**config.mk**
```make
export PLATFORM = sky130hd
export DESIGN_NAME = rr_req_queue_bank_flat
export DESIGN_NICKNAME = d
export VERILOG_FILES = /design/src/rtl/rr_req_queue_bank_if.sv /design/src/rtl/rr_req_queue_bank.sv /design/src/flat_wrapper.sv
export SDC_FILE = /design/constraint.sdc
export NUM_CORES = 1
export LEC_CHECK = 0
export ABC_CLOCK_PERIOD_IN_PS = 2600
export CORE_MARGIN = 2
export CORE_UTILIZATION = 52
export CTS_CLUSTER_SIZE = 30
export DETAILED_ROUTE_END_ITERATION = 16
export GPL_ROUTABILITY_DRIVEN = 0
export PLACE_DENSITY = 0.81
export SYNTH_ARGS = -nofsm -noshare
export SYNTH_HDL_FRONTEND = slang
export SYNTH_SLANG_ARGS = --single-unit
```
**constraint.sdc**
```tcl
create_clock -name clk -period 2.6 [get_ports clk]
set_input_delay 0.52 -clock clk [delete_from_list [all_inputs] [get_ports clk]]
set_output_delay 0.52 -clock clk [all_outputs]
set_load 0.005 [all_outputs]
```
**src/rtl/rr_req_queue_bank_if.sv**
```systemverilog
// Bundle between the client ports, the round-robin arbiter and the shared output channel.
// The master drives pushes, grants and out_ready; the slave is the queue bank.
interface rr_req_queue_bank_if #(
    parameter int N = 4,
    parameter int W = 8
);
    localparam int IDW = $clog2(N);

    logic [N-1:0]   push;
    logic [N*W-1:0] push_data;
    logic [N-1:0]   full;
    logic [N-1:0]   req;
    logic [N-1:0]   grant;
    logic           out_valid;
    logic [W-1:0]   out_data;
    logic [IDW-1:0] out_id;
    logic           out_ready;
    logic [N-1:0]   overflow_err;
    logic           grant_err;

    modport master (
        output push, push_data, grant, out_ready,
        input  full, req, out_valid, out_data, out_id, overflow_err, grant_err
    );

    modport slave (
        input  push, push_data, grant, out_ready,
        output full, req, out_valid, out_data, out_id, overflow_err, grant_err
    );
endinterface

```
**src/rtl/rr_req_queue_bank.sv**
```systemverilog
// Per-client request FIFOs feeding a round-robin arbiter; granted head goes to one registered output.
// Grant-to-out_valid latency 1 cycle; out_ready low holds the output slot and stalls all pops.
module rr_req_queue_bank #(
    parameter  int N     = 4,
    parameter  int W     = 8,
    parameter  int DEPTH = 4,
    localparam int IDW   = $clog2(N)
) (
    input  logic              clk,
    input  logic              reset,
    rr_req_queue_bank_if.slave bus
);
    localparam int PW = $clog2(DEPTH);
    localparam int CW = $clog2(DEPTH + 1);
    localparam logic [CW-1:0] FULL_CNT = CW'(DEPTH);

    logic [W-1:0]  mem    [N][DEPTH];
    logic [PW-1:0] wr_ptr [N];
    logic [PW-1:0] rd_ptr [N];
    logic [CW-1:0] count  [N];

    logic [N-1:0]   req_vec;
    logic [N-1:0]   full_vec;
    logic [N-1:0]   push_ok;
    logic [N-1:0]   pop_vec;
    logic [IDW-1:0] pop_idx;
    logic           slot_free;
    logic           multi_hot;
    logic           grant_bad;
    logic           pop_vld;

    always_comb begin
        for (int i = 0; i < N; i++) begin
            req_vec[i]  = (count[i] != '0);
            full_vec[i] = (count[i] == FULL_CNT);
        end
    end

    assign bus.req  = req_vec;
    assign bus.full = full_vec;

    assign slot_free = !bus.out_valid || bus.out_ready;
    assign multi_hot = (bus.grant & (bus.grant - 1'b1)) != '0;
    // A one-hot grant to an empty client is caught by the same term that blocks its pop.
    assign grant_bad = multi_hot || ((bus.grant & ~req_vec) != '0);
    assign pop_vld   = (bus.grant != '0) && !grant_bad && slot_free;
    assign pop_vec   = pop_vld ? bus.grant : '0;

    always_comb begin
        pop_idx = '0;
        for (int i = 0; i < N; i++) begin
            if (bus.grant[i]) pop_idx = IDW'(i);
        end
    end

    // A full FIFO still accepts when its head leaves on the same edge.
    always_comb begin
        for (int i = 0; i < N; i++) begin
            push_ok[i] = bus.push[i] && (!full_vec[i] || pop_vec[i]);
        end
    end

    always_ff @(posedge clk) begin
        for (int i = 0; i < N; i++) begin
            if (push_ok[i]) mem[i][wr_ptr[i]] <= bus.push_data[i*W +: W];
        end
    end

    always_ff @(posedge clk or posedge reset) begin
        if (reset) begin
            for (int i = 0; i < N; i++) begin
                wr_ptr[i] <= '0;
                rd_ptr[i] <= '0;
                count[i]  <= '0;
            end
        end else begin
            for (int i = 0; i < N; i++) begin
                if (push_ok[i]) wr_ptr[i] <= wr_ptr[i] + 1'b1;
                if (pop_vec[i]) rd_ptr[i] <= rd_ptr[i] + 1'b1;
                case ({push_ok[i], pop_vec[i]})
                    2'b10:   count[i] <= count[i] + 1'b1;
                    2'b01:   count[i] <= count[i] - 1'b1;
                    default: count[i] <= count[i];
                endcase
            end
        end
    end

    always_ff @(posedge clk or posedge reset) begin
        if (reset) begin
            bus.out_valid <= 1'b0;
            bus.out_data  <= '0;
            bus.out_id    <= '0;
        end else if (slot_free) begin
            bus.out_valid <= pop_vld;
            if (pop_vld) begin
                bus.out_data <= mem[pop_idx][rd_ptr[pop_idx]];
                bus.out_id   <= pop_idx;
            end
        end
    end

    always_ff @(posedge clk or posedge reset) begin
        if (reset) begin
            bus.overflow_err <= '0;
            bus.grant_err    <= 1'b0;
        end else begin
            bus.overflow_err <= bus.overflow_err | (bus.push & ~push_ok);
            bus.grant_err    <= bus.grant_err | ((bus.grant != '0) && grant_bad);
        end
    end
endmodule

```
**src/flat_wrapper.sv**
```systemverilog
// flat-port wrapper written by rule: the top's interface ports become plain ports
module rr_req_queue_bank_flat 
#(
    parameter  int N     = 4,
    parameter  int W     = 8,
    parameter  int DEPTH = 4,
    localparam int IDW   = $clog2(N)
)
  (clk, reset, bus_push, bus_push_data, bus_grant, bus_out_ready, bus_full, bus_req, bus_out_valid, bus_out_data, bus_out_id, bus_overflow_err, bus_grant_err);
  rr_req_queue_bank_if #(.N(N), .W(W)) bus_i ();
  input  logic clk;
  input  logic reset;
  input wire logic [$bits(bus_i.push)-1:0] bus_push;
  input wire logic [$bits(bus_i.push_data)-1:0] bus_push_data;
  input wire logic [$bits(bus_i.grant)-1:0] bus_grant;
  input wire logic [$bits(bus_i.out_ready)-1:0] bus_out_ready;
  output wire logic [$bits(bus_i.full)-1:0] bus_full;
  output wire logic [$bits(bus_i.req)-1:0] bus_req;
  output wire logic [$bits(bus_i.out_valid)-1:0] bus_out_valid;
  output wire logic [$bits(bus_i.out_data)-1:0] bus_out_data;
  output wire logic [$bits(bus_i.out_id)-1:0] bus_out_id;
  output wire logic [$bits(bus_i.overflow_err)-1:0] bus_overflow_err;
  output wire logic [$bits(bus_i.grant_err)-1:0] bus_grant_err;
  assign bus_i.push = bus_push;
  assign bus_i.push_data = bus_push_data;
  assign bus_i.grant = bus_grant;
  assign bus_i.out_ready = bus_out_ready;
  assign bus_full = bus_i.full;
  assign bus_req = bus_i.req;
  assign bus_out_valid = bus_i.out_valid;
  assign bus_out_data = bus_i.out_data;
  assign bus_out_id = bus_i.out_id;
  assign bus_overflow_err = bus_i.overflow_err;
  assign bus_grant_err = bus_i.grant_err;
  rr_req_queue_bank #(.N(N), .W(W), .DEPTH(DEPTH)) u_core (.clk(clk), .reset(reset), .bus(bus_i));
endmodule
```
==> results.tsv, run 1 <==
metric	value	unit
avgSynthCellArea	14.0	um^2
clockBufferDepth	2	
htreeDepth	4	
yosys-top-cells-area	edfxtp_1 50%, dfrtp_1 14%, mux2_2 4.8%	
holdPathStages	1	
arrival	2870	ps
diodes	0	
critical_path.max_stage_delay	430	ps
synth_mux_area_share	10.7	%
boundaryPins	67	
synth_async_sr_flop_share	25.6	%
crit_type	flip-flop to flip-flop	
top_layer	met4	
synth_nets	612	
die-area	0.0157	mm^2
synth_top_area_cell	edfxtp_1	
ir_drop	0.614	mV
antenna_left	0	
vias	4870	
final_util	67.8	%
cp_max_fo	4	
worstSetupEndpointType	flip-flop	
rsz0062_at_grt	yes	
setup_slack	73.7	ps
synth_top_cell_area_share	50.1	%
final_common_cell	edfxtp_1	
mostFrequentLayoutCells	128 x edfxtp_1, 61 x clkdlybuf4s50_1, 50 x buf_4	
layout-drive-gt1-share	23.5	%
hp-class	flip-flop to flip-flop	
slew_viol_final	0	
timing.hold.ws	469	ps
min_period	2530	ps
clock_sinks	172	
wl_met3	786	um
cap_violations	0	
die_w	125	um
globalRouteOverflowTotal	0	
crit_required	2940	ps
die_height	125	um
worst_slew_pin_slew	889	ps
setup_tns	0	ps
drt_iter0_drc	532	
grt_usage	21.7	%
totalWireLength	16600	um
path_clk_slew	60	ps
grt_pass1_wl	26200	um
ys_types	55	
place.port_buffers	66	
wire_per_inst	19.1	um
cts_tree	done	
pwr_density_cell	1010	mW/mm^2
period_share	97.2	%
drt-met1-wl	6670	um
setup_viol	0	
start_util	53.0	%
antenna_found_initial	0	
rows	44	
areaGrowthSynthToFinish	28.0	%
synth_edf_count	128	
slew_headroom	40.8	%
core	0.0145	mm^2
dr_wl_met2	8630	um
dr.pass1.iters	5	
crit_path_cell_trace	nor4b_4, nor4_4, buf_4, nand4_1, a21boi_4, inv_2, ha_4, inv_2, fa_2, xor2_1, nor2_1, xor2_1	
synth_top_family_by_area	multiplexers	
synth_xor_area_share	2.51	%
clock.fmax	396	MHz
grt_max_degree	46	
hold_viol_final	0	
nFillCells	959	
syn_inst	546	
path_buf_inv	3	
outcome	finished, final reports clean	
startpoint_type	flip-flop	
grt_pass1_vias	5059	
synth_ff_type	edfxtp_1	
drt-vias-per-instance	5.58	
syn_area	0.00767	mm^2
synthAdderAreaFrac	4.14	%
cp_num_cells	12	
cts_root_buffer	clkbuf_16	
dp_slack	-492	ps
yosysWarnings	0	
synth_compound_gate_area_share	5.27	%
yosys.area_share.simple	9.93	%
skew	5.42	ps
reg2regPathDepth	12	
p_leak	0.00384	uW
numCtsBuffers	17	
ys_seq_area_share	64.5	%
final_nets	741	
dp_hpwl	11500	um
cp_slowest_cell	dfrtp_1	
p_total	9930	uW
critical-path-top-delay-family	simple AND/OR/NAND/NOR gates	
synth_seq_cells	172	
drcViolationCount	0	
insertion_delay	430	ps
-- where the power goes --
group          switching (uW)  internal [uW]  leakage (uW)
registers                 488           3730       0.00168
logic                    1470           1670       0.00188
clock network            1060           1510      0.000282
total                    3010           6920       0.00384
-- cells in the mapped netlist (10+ instances only) --
library cell	number
edfxtp_1	128
nand2_1	45
dfrtp_1	44
nand3_1	40
mux2i_1	37
mux2_2	33
inv_1	30
ha_1	19
o21ai_0	19
and2_1	16
xnor2_1	15
clkbuf_1	11
nand4_1	11
nor2_1	10
-- metal layers --
layer | vias to the layer above | global-route usage, %
met2 | 161 | 38.1
li1 | 2247 | -
met4 | 0 | 9.61
met1 | 2425 | 25.9
met5 | - | 0
met3 | 37 | 4.45
-- layout make-up --
| class | instances | area (um^2) | share of cell area, % |
|---|---|---|---|
| sequential | 172 | 4940 | 50.3 |
| multi-input combinational | 320 | 2550 | 26.0 |
| timing repair buffer | 133 | 1380 | 14.1 |
| clock buffer | 18 | 429 | 4.37 |
| tap | 184 | 230 | 2.34 |
| inverter | 31 | 116 | 1.18 |
| clock inverter | 14 | 169 | 1.72 |
-- flip-flops by register name (all words and copies together) (netlist names) --
name and count:
u_core.count 12, u_core.bus.out_valid 1, u_core.wr_ptr 8, u_core.bus.overflow_err 4, u_core.bus.out_id 2, u_core.mem 128, u_core.bus.out_data 8, u_core.bus.grant_err 1
u_core.rd_ptr 8
-- timing repair --
item                                    in CTS  in global routing
gates cloned                                 0                  0
endpoints found under the setup margin       5                 11
setup buffers                                2                  9
resized for setup                            2                 13
pin swaps                                    4                 19
hold buffers                                 0                  0
-- worst paths after layout --
kind                                                      start                                    to  slack (ps)
min                        u_core.bus.overflow_err[3]$_DFF_PP0_  u_core.bus.overflow_err[3]$_DFF_PP0_         470
max in group asynchronous                                 reset    u_core.bus.out_data[4]$_DFFE_PP0P_        1520
min reg2reg                u_core.bus.overflow_err[3]$_DFF_PP0_  u_core.bus.overflow_err[3]$_DFF_PP0_         470
max                                 u_core.count[7]$_DFFE_PP0P_           u_core.count[2]$_DFFE_PP0P_          70
min in group asynchronous                                 reset           u_core.count[0]$_DFFE_PP0P_         490
max reg2reg                         u_core.count[7]$_DFFE_PP0P_           u_core.count[2]$_DFFE_PP0P_          70
-- logic make-up after synthesis --
logic type / Yosys count
AOI/OAI and AO/OA: 57
xor gates and xnor gates: 22
DFF: 172
muxes: 75
and+or+nand+nor: 143
buffers and inverters: 54
adders and majority gates: 23
-- per-stage QoR --
stage / area (um^2) / std cells
finish: 9820 / 872
global route: 9820 / 872
CTS: 9710 / 863
detailed placement: 9090 / 829
global placement: 9090 / 829
floorplan: 7690 / 546
Note: power is estimated with default switching activity, not from simulation.
==> run 2: changes to the inputs <==
--- a/config.mk
+++ b/config.mk
@@ -5,6 +5,7 @@
 export SDC_FILE = /design/constraint.sdc
 export NUM_CORES = 1
 export LEC_CHECK = 0
+export ABC_AREA = 1
 export ABC_CLOCK_PERIOD_IN_PS = 2600
 export CORE_MARGIN = 2
 export CORE_UTILIZATION = 52
==> results.tsv, run 2 <==
metric	value	unit	change
hold_viol_final	0		unchanged
slew_headroom	42.0	%	+1.2 points
synth_top_cell_area_share	51.2	%	+1.1 points
p_total	9120	uW	-8.2%
cts_root_buffer	clkbuf_16		
nFillCells	967		+0.83%
die_w	124	um	-1.0%
grt_pass1_vias	5439		+7.5%
ys_seq_area_share	65.8	%	+1.4 points
numCtsBuffers	17		unchanged
rows	43		-2.3%
dr.pass1.iters	5		unchanged
final_util	66.9	%	-0.90 points
cp_max_fo	5		+1
synth_nets	747		+22%
synth_seq_cells	172		unchanged
cap_violations	0		unchanged
cts_tree	done		
final_common_cell	edfxtp_1		
drcViolationCount	0		unchanged
clock_sinks	172		unchanged
syn_inst	681		+25%
period_share	94.4	%	-2.7 points
largest_register_ffs	128		unchanged
worstSetupEndpointType	flip-flop		
insertion_delay	430	ps	about the same
ys_types	30		-45%
drt-vias-per-instance	5.51		-1.3%
mostFrequentLayoutCells	128 x edfxtp_1, 125 x nor2_1, 89 x nand2_1		
final_nets	870		+17%
totalWireLength	17900	um	+7.6%
die-area	0.0154	mm^2	-2.0%
worst_slew_pin_slew	865	ps	-23.7 ps
pwr_density_cell	974	mW/mm^2	-3.7%
setup_viol	0		unchanged
start_util	53.7	%	+0.72 points
min_period	2460	ps	-70.8 ps
place.port_buffers	66		unchanged
startpoint_type	input pin		
slew_viol_final	0		unchanged
dp_hpwl	12600	um	+9.6%
ir_drop	0.604	mV	-1.7%
core	0.0140	mm^2	-3.4%
drt_iter0_drc	718		+35%
areaGrowthSynthToFinish	24.7	%	
p_leak	0.00380	uW	-1.1%
antenna_left	0		unchanged
yosysWarnings	0		unchanged
avgSynthCellArea	11.0	um^2	-21%
htreeDepth	4		unchanged
boundaryPins	67		unchanged
synth_ff_type	edfxtp_1		
vias	5488		+13%
globalRouteOverflowTotal	0		unchanged
arrival	2760	ps	-110 ps
clock.fmax	407	MHz	+2.9%
synth_most_common_cell	nor2_1		
wire_per_inst	18.0	um	-5.8%
crit_type	input pin to flip-flop		
instances_no_fill	996		+14%
yosys-top-cells-area	edfxtp_1 51%, dfrtp_1 15%, nor2_1 6.4%		
grt_pass1_wl	28200	um	+7.5%
path_clk_slew	60	ps	about the same
synth_commonest_cells	129 x nor2_1, 128 x edfxtp_1, 91 x nand2_1		
synth_edf_count	128		unchanged
syn_area	0.00751	mm^2	-2.1%
rsz0062_at_grt	no		
outcome	finished, final reports clean		
clockBufferDepth	2		unchanged
antenna_found_initial	0		unchanged
skew	8.44	ps	+3.02 ps
crit_required	2910	ps	-30 ps
synth_top_area_cell	edfxtp_1		
placedCellCount	964		+16%
die_height	124	um	-1.0%
synth_async_sr_flop_share	25.6	%	unchanged
layout-drive-gt1-share	14.6	%	-9.0 points
diodes	0		unchanged
grt_usage	24.8	%	+3.0 points
hp-class	input pin to asynchronous set/reset pin		
grt_max_degree	49		+6.5%
## run 2: final timing paths
| path | startpoint | to | slack, ps | depth (start not counted) |
|---|---|---|---|---|
| worst min register to register | u_core.bus.overflow_err[3]$_DFF_PP0_ | u_core.bus.overflow_err[3]$_DFF_PP0_ | 480 | 1 |
| max in group asynchronous | reset | u_core.count[7]$_DFFE_PP0P_ | 1490 | 3 |
| worst max register to register | u_core.count[9]$_DFFE_PP0P_ | u_core.count[2]$_DFFE_PP0P_ | 170 | 15 |
| worst max-delay path | bus_grant[1] | u_core.count[8]$_DFFE_PP0P_ | 140 | 17 |
| worst min-delay path | reset | u_core.count[4]$_DFFE_PP0P_ | 470 | 2 |
| min in group clk | u_core.bus.overflow_err[3]$_DFF_PP0_ | u_core.bus.overflow_err[3]$_DFF_PP0_ | 480 | 1 |
## run 2: per-layer routing
layer / vias to the layer above / global-route usage (%) / share of wire [%]
met5: - / 0 / 0
met4: 0 / 10.2 / 2.1
met3: 34 / 6.14 / 7.0
met2: 249 / 39.5 / 50
met1: 2666 / 32.6 / 41
li1: 2539 / - / -
## run 2: through the flow
step	hold WS (ps)	setup WS (ps)	instance area, um^2	setup TNS [ps]
floorplan	437	-20.0	7520	-40.0
global route	501	14.1	9360	0
detailed placement	460	-544	8780	-35600
finish	467	145	9360	0
global placement	453	-416	8780	-22160
CTS	474	77.2	9320	0
## run 2: power by group
group	switching (uW)	internal (uW)	total, uW	leakage [uW]
Sequential	394	3730	4130	0.00168
Combinational	1510	1150	2670	0.00187
Clock	1020	1310	2330	0.000255
Total	2920	6190	9120	0.00380
## run 2: kinds of logic (layout without fill, tap and decap cells)
kind of cell / count (synthesis) / count (layout) / share of synthesized area [%]
flops: 172 / 172 / 65.8
fa+ha+maj: 23 / 23 / 4.23
compound gates: 106 / 106 / 8.11
buf+inv: 88 / 223 / 4.65
xor+xnor: 19 / 19 / 2.22
simple gates: 273 / 273 / 15.0
## run 2: worst max-delay path: stages
cell,delay [ps]
dlygate4sd2_1,300
inv_1,100
nand2_1,70
nand2_1,70
nand2_1,50
nor2_1,150
nand3_2,120
nor2_4,140
buf_4,150
nand2_4,60
inv_1,70
ha_1,130
inv_1,70
fa_2,390
a21oi_1,140
o21ai_1,90
xor2_1,140
## run 2: timing repair
item	4_1_cts	5_1_grt
buffers inserted	0	1
gates resized for setup	8	12
setup endpoints to repair	4	3
pin swaps	1	0
hold buffers	0	0
## run 2: cell type report
cell class	instances	area [um^2]	share of cell area (%)
clock inverter	10	95.1	1.02
sequential	172	4950	52.8
inverter	64	243	2.59
tap	180	225	2.41
clock buffer	21	440	4.70
timing repair buffer	128	1150	12.2
multi-input combinational	421	2270	24.2
